==> config.mk <==
export PLATFORM = sky130hd
export DESIGN_NAME = emulib_rammodel_timing_model_latency
export DESIGN_NICKNAME = d
export VERILOG_FILES = /design/src/rtl/emulib_rammodel_timing_model_latency.sv
export SDC_FILE = /design/constraint.sdc
export NUM_CORES = 1
export LEC_CHECK = 0
export ABC_CLOCK_PERIOD_IN_PS = 13400
export BUFFER_PORTS_ARGS = -buffer_cell sky130_fd_sc_hd__buf_2
export CORE_MARGIN = 2
export CORE_UTILIZATION = 55
export CTS_BUF_LIST = sky130_fd_sc_hd__clkbuf_2
export CTS_CLUSTER_DIAMETER = 150
export DETAILED_ROUTE_END_ITERATION = 12
export HOLD_SLACK_MARGIN = 0.05
export PLACE_DENSITY = 0.8
export SLEW_MARGIN = 25
export SYNTH_ARGS = -nofsm -noshare
export SYNTH_HDL_FRONTEND = slang
export SYNTH_SLANG_ARGS = --single-unit
==> constraint.sdc <==
create_clock -name clk -period 13.4 [get_ports clk]
set_clock_uncertainty 0.1 [all_clocks]
set_input_delay 2.68 -clock clk [delete_from_list [all_inputs] [get_ports clk]]
set_output_delay 2.68 -clock clk [all_outputs]
set_load 0.02 [all_outputs]
==> src/rtl/emulib_rammodel_timing_model_latency.sv <==
// Fixed-latency AXI timing model: times R bursts and B responses from AR/AW/W control traffic (IDs only, no data).
// Latency: first R beat R_LATENCY cycles after AR, B W_LATENCY cycles after wlast, in-order per channel.
// Backpressure: arready/awready drop when the per-channel queue is full; R/B outputs hold until rready/bready.
module emulib_rammodel_timing_model_latency #(
  parameter int ADDR_WIDTH     = 32,
  parameter int ID_WIDTH       = 4,
  parameter int MAX_R_INFLIGHT = 8,
  parameter int MAX_W_INFLIGHT = 8,
  parameter int R_LATENCY      = 20,
  parameter int W_LATENCY      = 20,
  parameter int TS_WIDTH       = 32
) (
  input  logic                  clk,
  input  logic                  rst,
  // read address channel
  input  logic                  arvalid,
  output logic                  arready,
  input  logic [ID_WIDTH-1:0]   arid,
  input  logic [ADDR_WIDTH-1:0] araddr,
  input  logic [7:0]            arlen,
  input  logic [2:0]            arsize,
  input  logic [1:0]            arburst,
  // write address channel
  input  logic                  awvalid,
  output logic                  awready,
  input  logic [ID_WIDTH-1:0]   awid,
  input  logic [ADDR_WIDTH-1:0] awaddr,
  input  logic [7:0]            awlen,
  input  logic [2:0]            awsize,
  input  logic [1:0]            awburst,
  // write data channel (data itself is not modelled)
  input  logic                  wvalid,
  output logic                  wready,
  input  logic                  wlast,
  // write response channel
  output logic                  bvalid,
  input  logic                  bready,
  output logic [ID_WIDTH-1:0]   bid,
  // read data channel (timing and IDs only)
  output logic                  rvalid,
  input  logic                  rready,
  output logic [ID_WIDTH-1:0]   rid,
  output logic                  rlast
);

  localparam int RPW = $clog2(MAX_R_INFLIGHT);
  localparam int WPW = $clog2(MAX_W_INFLIGHT);

  localparam logic [TS_WIDTH-1:0] R_LAT  = TS_WIDTH'(R_LATENCY);
  localparam logic [TS_WIDTH-1:0] W_LAT  = TS_WIDTH'(W_LATENCY);
  localparam logic [RPW:0]        R_FULL = (RPW + 1)'(MAX_R_INFLIGHT);
  localparam logic [WPW:0]        W_FULL = (WPW + 1)'(MAX_W_INFLIGHT);

  // Address, size, burst and awlen play no part in timing.
  logic unused_ok;
  assign unused_ok = ^{araddr, arsize, arburst, awaddr, awlen, awsize, awburst};

  // --------------------------------------------------------------------------
  // Free-running timestamp
  // --------------------------------------------------------------------------
  logic [TS_WIDTH-1:0] now_q, now_d;

  assign now_d = now_q + TS_WIDTH'(1);

  // --------------------------------------------------------------------------
  // Read queue: {id, len, t}, circular, registered occupancy count
  // --------------------------------------------------------------------------
  logic [ID_WIDTH-1:0] r_id_q  [MAX_R_INFLIGHT];
  logic [7:0]          r_len_q [MAX_R_INFLIGHT];
  logic [TS_WIDTH-1:0] r_t_q   [MAX_R_INFLIGHT];

  logic [RPW-1:0] r_wr_q, r_wr_d;
  logic [RPW-1:0] r_rd_q, r_rd_d;
  logic [RPW:0]   r_count_q, r_count_d;
  logic [7:0]     beat_q, beat_d;

  logic [TS_WIDTH-1:0] r_age;
  logic                r_head_due;
  logic                ar_hs;
  logic                r_hs;
  logic                r_pop;

  // Wrap-safe due test: head is due once now has reached or passed its t.
  assign r_age      = now_q - r_t_q[r_rd_q];
  assign r_head_due = ~r_age[TS_WIDTH-1];

  assign arready = (r_count_q != R_FULL);
  assign rvalid  = (r_count_q != '0) && r_head_due;
  assign rid     = r_id_q[r_rd_q];
  assign rlast   = rvalid && (beat_q == r_len_q[r_rd_q]);

  assign ar_hs = arvalid && arready;
  assign r_hs  = rvalid && rready;
  assign r_pop = r_hs && rlast;

  // Read pointers, occupancy and beat counter next state; push and pop may coincide.
  always_comb begin
    r_wr_d    = r_wr_q;
    r_rd_d    = r_rd_q;
    r_count_d = r_count_q;
    beat_d    = beat_q;
    if (ar_hs) begin
      r_wr_d = r_wr_q + RPW'(1);
    end
    if (r_pop) begin
      r_rd_d = r_rd_q + RPW'(1);
    end
    case ({ar_hs, r_pop})
      2'b10:   r_count_d = r_count_q + (RPW + 1)'(1);
      2'b01:   r_count_d = r_count_q - (RPW + 1)'(1);
      default: r_count_d = r_count_q;
    endcase
    if (r_hs) begin
      beat_d = rlast ? 8'd0 : beat_q + 8'd1;
    end
  end

  // --------------------------------------------------------------------------
  // Write queue: {id, t, done}, pointers carry an extra wrap bit so a full
  // queue of entries still awaiting data is distinguishable from empty.
  // --------------------------------------------------------------------------
  logic [ID_WIDTH-1:0]       w_id_q [MAX_W_INFLIGHT];
  logic [TS_WIDTH-1:0]       w_t_q  [MAX_W_INFLIGHT];
  logic [MAX_W_INFLIGHT-1:0] w_done_q, w_done_d;

  logic [WPW:0] aw_ptr_q, aw_ptr_d;
  logic [WPW:0] w_ptr_q,  w_ptr_d;
  logic [WPW:0] b_ptr_q,  b_ptr_d;

  logic [WPW:0]        w_count;
  logic [WPW-1:0]      aw_idx, w_idx, b_idx;
  logic [TS_WIDTH-1:0] b_age;
  logic                b_head_due;
  logic                aw_hs;
  logic                w_done_hs;
  logic                b_hs;

  assign aw_idx  = aw_ptr_q[WPW-1:0];
  assign w_idx   = w_ptr_q[WPW-1:0];
  assign b_idx   = b_ptr_q[WPW-1:0];
  assign w_count = aw_ptr_q - b_ptr_q;

  assign b_age      = now_q - w_t_q[b_idx];
  assign b_head_due = ~b_age[TS_WIDTH-1];

  assign awready = (w_count != W_FULL);
  // Data is only taken for an AW that has been accepted but not yet completed.
  assign wready  = (w_ptr_q != aw_ptr_q);
  assign bvalid  = (w_count != '0) && w_done_q[b_idx] && b_head_due;
  assign bid     = w_id_q[b_idx];

  assign aw_hs     = awvalid && awready;
  assign w_done_hs = wvalid && wready && wlast;
  assign b_hs      = bvalid && bready;

  // Write pointers and done flags; push, completion and pop always touch distinct entries.
  always_comb begin
    aw_ptr_d = aw_ptr_q;
    w_ptr_d  = w_ptr_q;
    b_ptr_d  = b_ptr_q;
    w_done_d = w_done_q;
    if (aw_hs) begin
      aw_ptr_d         = aw_ptr_q + (WPW + 1)'(1);
      w_done_d[aw_idx] = 1'b0;
    end
    if (w_done_hs) begin
      w_ptr_d         = w_ptr_q + (WPW + 1)'(1);
      w_done_d[w_idx] = 1'b1;
    end
    if (b_hs) begin
      b_ptr_d         = b_ptr_q + (WPW + 1)'(1);
      w_done_d[b_idx] = 1'b0;
    end
  end

  // --------------------------------------------------------------------------
  // State registers
  // --------------------------------------------------------------------------

  // Control state with synchronous reset; dropping pointers discards all in-flight work.
  always_ff @(posedge clk) begin
    if (rst) begin
      now_q     <= '0;
      r_wr_q    <= '0;
      r_rd_q    <= '0;
      r_count_q <= '0;
      beat_q    <= '0;
      aw_ptr_q  <= '0;
      w_ptr_q   <= '0;
      b_ptr_q   <= '0;
      w_done_q  <= '0;
    end else begin
      now_q     <= now_d;
      r_wr_q    <= r_wr_d;
      r_rd_q    <= r_rd_d;
      r_count_q <= r_count_d;
      beat_q    <= beat_d;
      aw_ptr_q  <= aw_ptr_d;
      w_ptr_q   <= w_ptr_d;
      b_ptr_q   <= b_ptr_d;
      w_done_q  <= w_done_d;
    end
  end

  // Queue payloads; contents are only meaningful between valid pointers, so no reset.
  always_ff @(posedge clk) begin
    if (ar_hs) begin
      r_id_q[r_wr_q]  <= arid;
      r_len_q[r_wr_q] <= arlen;
      r_t_q[r_wr_q]   <= now_q + R_LAT;
    end
    if (aw_hs) begin
      w_id_q[aw_idx] <= awid;
    end
    if (w_done_hs) begin
      w_t_q[w_idx] <= now_q + W_LAT;
    end
  end

endmodule

# Word level (Yosys, flattened, before mapping)
# Memories as Yosys holds them, arrays and structs flattened. A register that Yosys moved wholly into a read port is not among the register bits.
# Cells that the tools add are included.
totals:
  in_bits: 106
  memories: 5
  output_inout_bits: 14
  ramBits: 640
  regBits: 70
op_classes:
  mux: 29
  eq_ne: 6
  n_lt_le_gt_ge: 6
  addsub: 13
  n_bitwise: 7
  reduce_logical: 17
memory_table:
  columns: ["memory", "depth", "width", "read_ports", "rd_clocked_by_memory_dff", "wr", "line", "text"]
  rows:
  - ["r_t_q", 8, 32, 1, 1, 1, "70", "logic [TS_WIDTH-1:0] r_t_q [MAX_R_INFLIGHT];"]
  - ["w_t_q", 8, 32, 1, 1, 1, "123", "logic [TS_WIDTH-1:0] w_t_q [MAX_W_INFLIGHT];"]
  - ["r_len_q", 8, 8, 1, 1, 1, "69", "logic [7:0] r_len_q [MAX_R_INFLIGHT];"]
  - ["r_id_q", 8, 4, 1, 1, 1, "68", "logic [ID_WIDTH-1:0] r_id_q [MAX_R_INFLIGHT];"]
  - ["w_id_q", 8, 4, 1, 1, 1, "122", "logic [ID_WIDTH-1:0] w_id_q [MAX_W_INFLIGHT];"]
op_table:
  columns: ["op", "n"]
  rows:
  - ["subtractor 32 bit", 2]
  - ["adder 32 x 1 -> 32 bit, second input constant", 1]
  - ["adder 32 x 5 -> 32 bit, second input constant", 1]
  - ["2-to-1 mux 8 bit", 4]
  - ["2-to-1 mux 3 bit", 10]
  - ["adder 4 x 1 -> 4 bit, second input constant", 4]
  - ["AND 8 bit", 2]
  - ["NOT 8 bit", 2]
  - ["logical AND 1 bit", 14]
  - ["< comparator 3 x 4 -> 1 bit, second input constant", 3]
  - ["2-to-1 mux 1 bit", 10]
  - ["demux 1 bit (select 3 bit)", 3]
  - ["greater-or-equal comparator 3 x 1 -> 1 bit, second input constant", 3]
  - ["adder 8 x 1 -> 8 bit, second input constant", 1]
  - ["equality test 8 bit", 1]
  - ["inequality test 4 bit, second input constant", 2]
  - ["bitwise OR 8 bit", 1]
  - ["one-hot mux 4 bit (2 select lines)", 1]
  - ["nonzero test 4 bit", 2]
  - ["adder 3 x 1 -> 3 bit, second input constant", 2]
  - ["inequality test 4 bit", 1]
  - ["subtractor 4 x 1 -> 4 bit, second input constant", 1]
  - ["subtractor 4 bit", 1]
  - ["binary-select mux 1 bit (select 3 bit)", 1]
  - ["4 further kinds", 5]

# Longest topological paths before layout
depth:
  ltp_word: 11
  mapped_depth: 22

# Worst setup path before layout
# No wires, ideal clock.
synth_path:
  kind: "input port to flip-flop"
  start: "in arvalid"
  end: "mem r_id_q[0][0], enable pin"
  setup_slack_ns: 5.716
  required_ns: 12.745
  t_arrival_ns: 7.029
  setup_ns: 0.555
  cell_stages: 2
  n_path_buf: 0
  cell_sequence: "nand2_1 -> nor4_1"
synth_via:
  elab_chain_len: 3
synth_rtl:
  columns: ["element", "line", "text"]
  rows:
  - ["start, declared", "16", "input logic arvalid,"]
  - ["logical AND 1 bit", "92", "assign ar_hs = arvalid && arready;"]
  - ["2-to-1 mux 1 bit", "207", "if (ar_hs) begin"]
  - ["2-to-1 mux 1 bit (not written as such)", "208", "r_id_q[r_wr_q] <= arid;"]
  - ["end, declared", "68", null]
# Every way passes these cells.

==> metrics.txt <==
Syn Inst Count ~1600; cts repair resizes 0; RSZ-0062 raised after global routing false; Worst setup EP type primary output; Crit Path Max Fanout 45; flops & latches, synth between 700 and 800; Final setup violation count 0; area of the mapped netlist between 20000 and 30000 um2; Worst Path Arrival approximately 6.5 ns; critical path class flop to primary output; Peak Freq between 100 and 150 MHz; first-iteration detailed-routing DRC count between 1000 and 1500; TritonCTS buffer count 162; GRT Total Usage 0.215; sequential share of the synthesized area 0.702; via-per-instance ratio between 5 and 6; Worst VDD drop approximately 0.067 mV; wire per inst about 22 um; Tcrit/Tclk final 0.694; clock-pin slew on the worst setup and hold paths 0.11 ns; area leader, netlist edfxtp_1; clock tree buffer depth 3; die area 55600 um2; vias in the first global route between 15000 and 20000; H-tree depth 4; Mapped Nets 1809; Port Buffer Count 37; die height around 240 um; Yosys top cell area share 0.651; Syn. warnings 0; worst reg2reg setup slack ~6.8 ns; Final Hold Vio Count 0; Worst Max-Slew Pin Slew just under 0.9 ns; DR pass1 iterations 5; Final Wtd Congestion between 0.8 and 0.9; r2r endpoint r_count_q[3]; DRC Markers 0; worst hold stages 2; largest net degree at the start of global routing 74; antenna violations before repair 1; Worst Hold Launch r_rd_q[1]; pwr dens about 120 nW/um2; die width roughly 240 um; Final ANT Viol Nets 0; area grow syn2layout 9.45%; HP Class flop to flop; Setup TNS 0 ns; outcome complete, no violations; CP required between 10 and 15 ns; gr ovfl total 0; drt total wl roughly 58 mm; leakage power between 10 and 15 nW; worst-skew pair later-pin latency 1.16 ns; Synth area leaders edfxtp_1, mux4_2, dfxtp_1; relative slew slack 0.406; Fill cells between 3000 and 4000; cell row count 84; min cycle time layout 9.30 ns; Async SR Flop Fraction 0; Netlist cell types 57; first-pass GRT wire length about 91 mm; nets@finish about 2000; EDFF count, synth 640; fin worst setup slack roughly 4.1 ns; Setup crit start kind flop; Top FF cell, synth edfxtp_1; cells on worst reg2reg path 18; CTS tree yes; Initial Util 0.559; layout cells sized above 1 0.280; max cap viols 0; hold-fix buffers at CTS 0; core box area ~53000 um2; clock root cell clkbuf_2; CTS Sinks roughly 700; Avg Synthesized Cell Area around 18 um2; setup bufs post-CTS 0; # IOs 120; dpl hpwl 34.2 mm; Via Count approximately 16000; Placement Setup Slack between 5 and 6 ns; Slew Limit Fails 0
==> registers in the layout (all words and copies together), names as in the netlist, named ones only <==
name	flops
r_t_q	256
r_count_q	4
r_len_q	64
w_id_q	32
w_t_q	256
aw_ptr_q	4
w_ptr_q	4
beat_q	8
b_ptr_q	4
r_wr_q	3
now_q	32
r_id_q	32
r_rd_q	3
w_done_q	8
==> routing by layer <==
metal / global-route usage / wire length (um) / vias up / part of all wire
met2: 0.355 / 29600 / 604 / 0.51
met3: 0.0393 / 3730 / 94 / 0.064
li1: - / - / 6983 / -
met1: 0.286 / 23900 / 7935 / 0.41
met4: 0.0851 / 1250 / 0 / 0.021
met5: 0 / 0 / - / 0
==> per-stage QoR <==
stage,area [um2],power [W],std cells,hold WS (ns),util
floorplan,29500,0.00261,1628,0.354,-
global placement,30600,0.00266,2311,0.359,0.579
detailed placement,30600,0.00267,2311,0.387,0.579
CTS,32100,0.00399,2605,0.398,0.608
global route,32300,0.00411,2606,0.439,0.611
finish,32300,0.00395,2606,0.387,0.611
==> worst max path at each step <==
stage,slack [ns],from,endpoint
final,4.10,flop,rlast
after global routing,3.62,flop,rlast
after CTS,3.87,flop,rlast
after detailed placement,5.11,flop,rlast
after global placement,5.20,flop,rlast
after floorplan,5.72,arvalid,r_id_q[0][0]
==> layout by cell type, fill, tap and decap left out, types with 24 or more instances in the layout <==
cell | synthesis | routed
ha_1 | 74 | 74
buf_2 | 8 | 37
clkbuf_2 | 0 | 220
nor2_1 | 87 | 78
dfxtp_1 | 76 | 70
nand3_1 | 24 | 24
nand2_1 | 71 | 71
clkinv_1 | 0 | 50
mux4_2 | 151 | 151
a21oi_1 | 43 | 42
mux2i_1 | 78 | 78
buf_4 | 0 | 26
edfxtp_1 | 640 | 640
xor2_1 | 38 | 29
==> critical path, stage by stage, from the launching register on <==
cell and delay, ns:
dfxtp_4 0.92, buf_4 0.81, mux4_2 0.59, mux2i_1 0.18, ha_1 0.29, a21oi_1 0.13
o21ai_0 0.30, nor4_1 0.71, o221ai_1 0.43, nor3_1 0.29, xnor2_1 0.22, nor2b_1 0.20
and2_1 0.13, buf_2 0.16
==> cell usage after synthesis, types with 3 or more instances <==
cell / instances
a21oi_1: 43
clkbuf_1: 41
a31oi_1: 3
nor4_1: 9
nor2_1: 87
dfxtp_1: 76
xor2_1: 38
buf_2: 8
or3_1: 8
nand2_1: 71
and2_1: 3
inv_1: 22
a311oi_1: 8
nand4_1: 22
o211ai_1: 3
nor3b_1: 5
nand3_1: 24
and4_1: 3
a211oi_1: 5
nor2b_1: 13
nor3_1: 18
and3_1: 12
buf_1: 17
ha_1: 74
mux2_2: 20
o21ai_0: 20
xnor2_1: 39
nand3b_1: 3
a32o_1: 6
a21o_1: 7
a2111oi_0: 4
mux4_1: 8
o22ai_1: 6
edfxtp_1: 640
mux4_2: 151
mux2i_1: 78
nand2b_1: 9
==> power breakdown <==
group          switching [W]  internal, W  total, W
clock               0.000809     0.000529   0.00134
sequential         0.0000189      0.00245   0.00247
combinational      0.0000923    0.0000571  0.000149
total               0.000921      0.00303   0.00395
==> area by class of cell <==
| cell class | count | area (um2) | share of cell area |
|---|---|---|---|
| Antenna cell | 1 | 2.50 | 0.0000774 |
| Timing Repair Buffer | 63 | 380 | 0.0118 |
| Multi-Input combinational cell | 821 | 8730 | 0.270 |
| Inverter | 23 | 86.3 | 0.00267 |
| Sequential cell | 716 | 20800 | 0.642 |
| Clock inverter | 74 | 403 | 0.0125 |
| Tap cell | 688 | 861 | 0.0266 |
| Clock buffer | 220 | 1100 | 0.0341 |
==> kinds of logic (layout without fill, tap and decap cells) <==
logic type | after synthesis | after routing | synth area share
flip-flops | 716 | 716 | 0.702
AND/OR/NAND/NOR | 296 | 296 | 0.0491
multiplexers | 257 | 257 | 0.156
AO/OA/AOI/OAI | 116 | 116 | 0.0252
buffers and inverters | 91 | 380 | 0.0124
XOR/XNOR | 77 | 77 | 0.0228
adder cells (fa/ha/maj) | 75 | 75 | 0.0320
other | 0 | 1 | 0
Power figures use the tool's default switching activity.
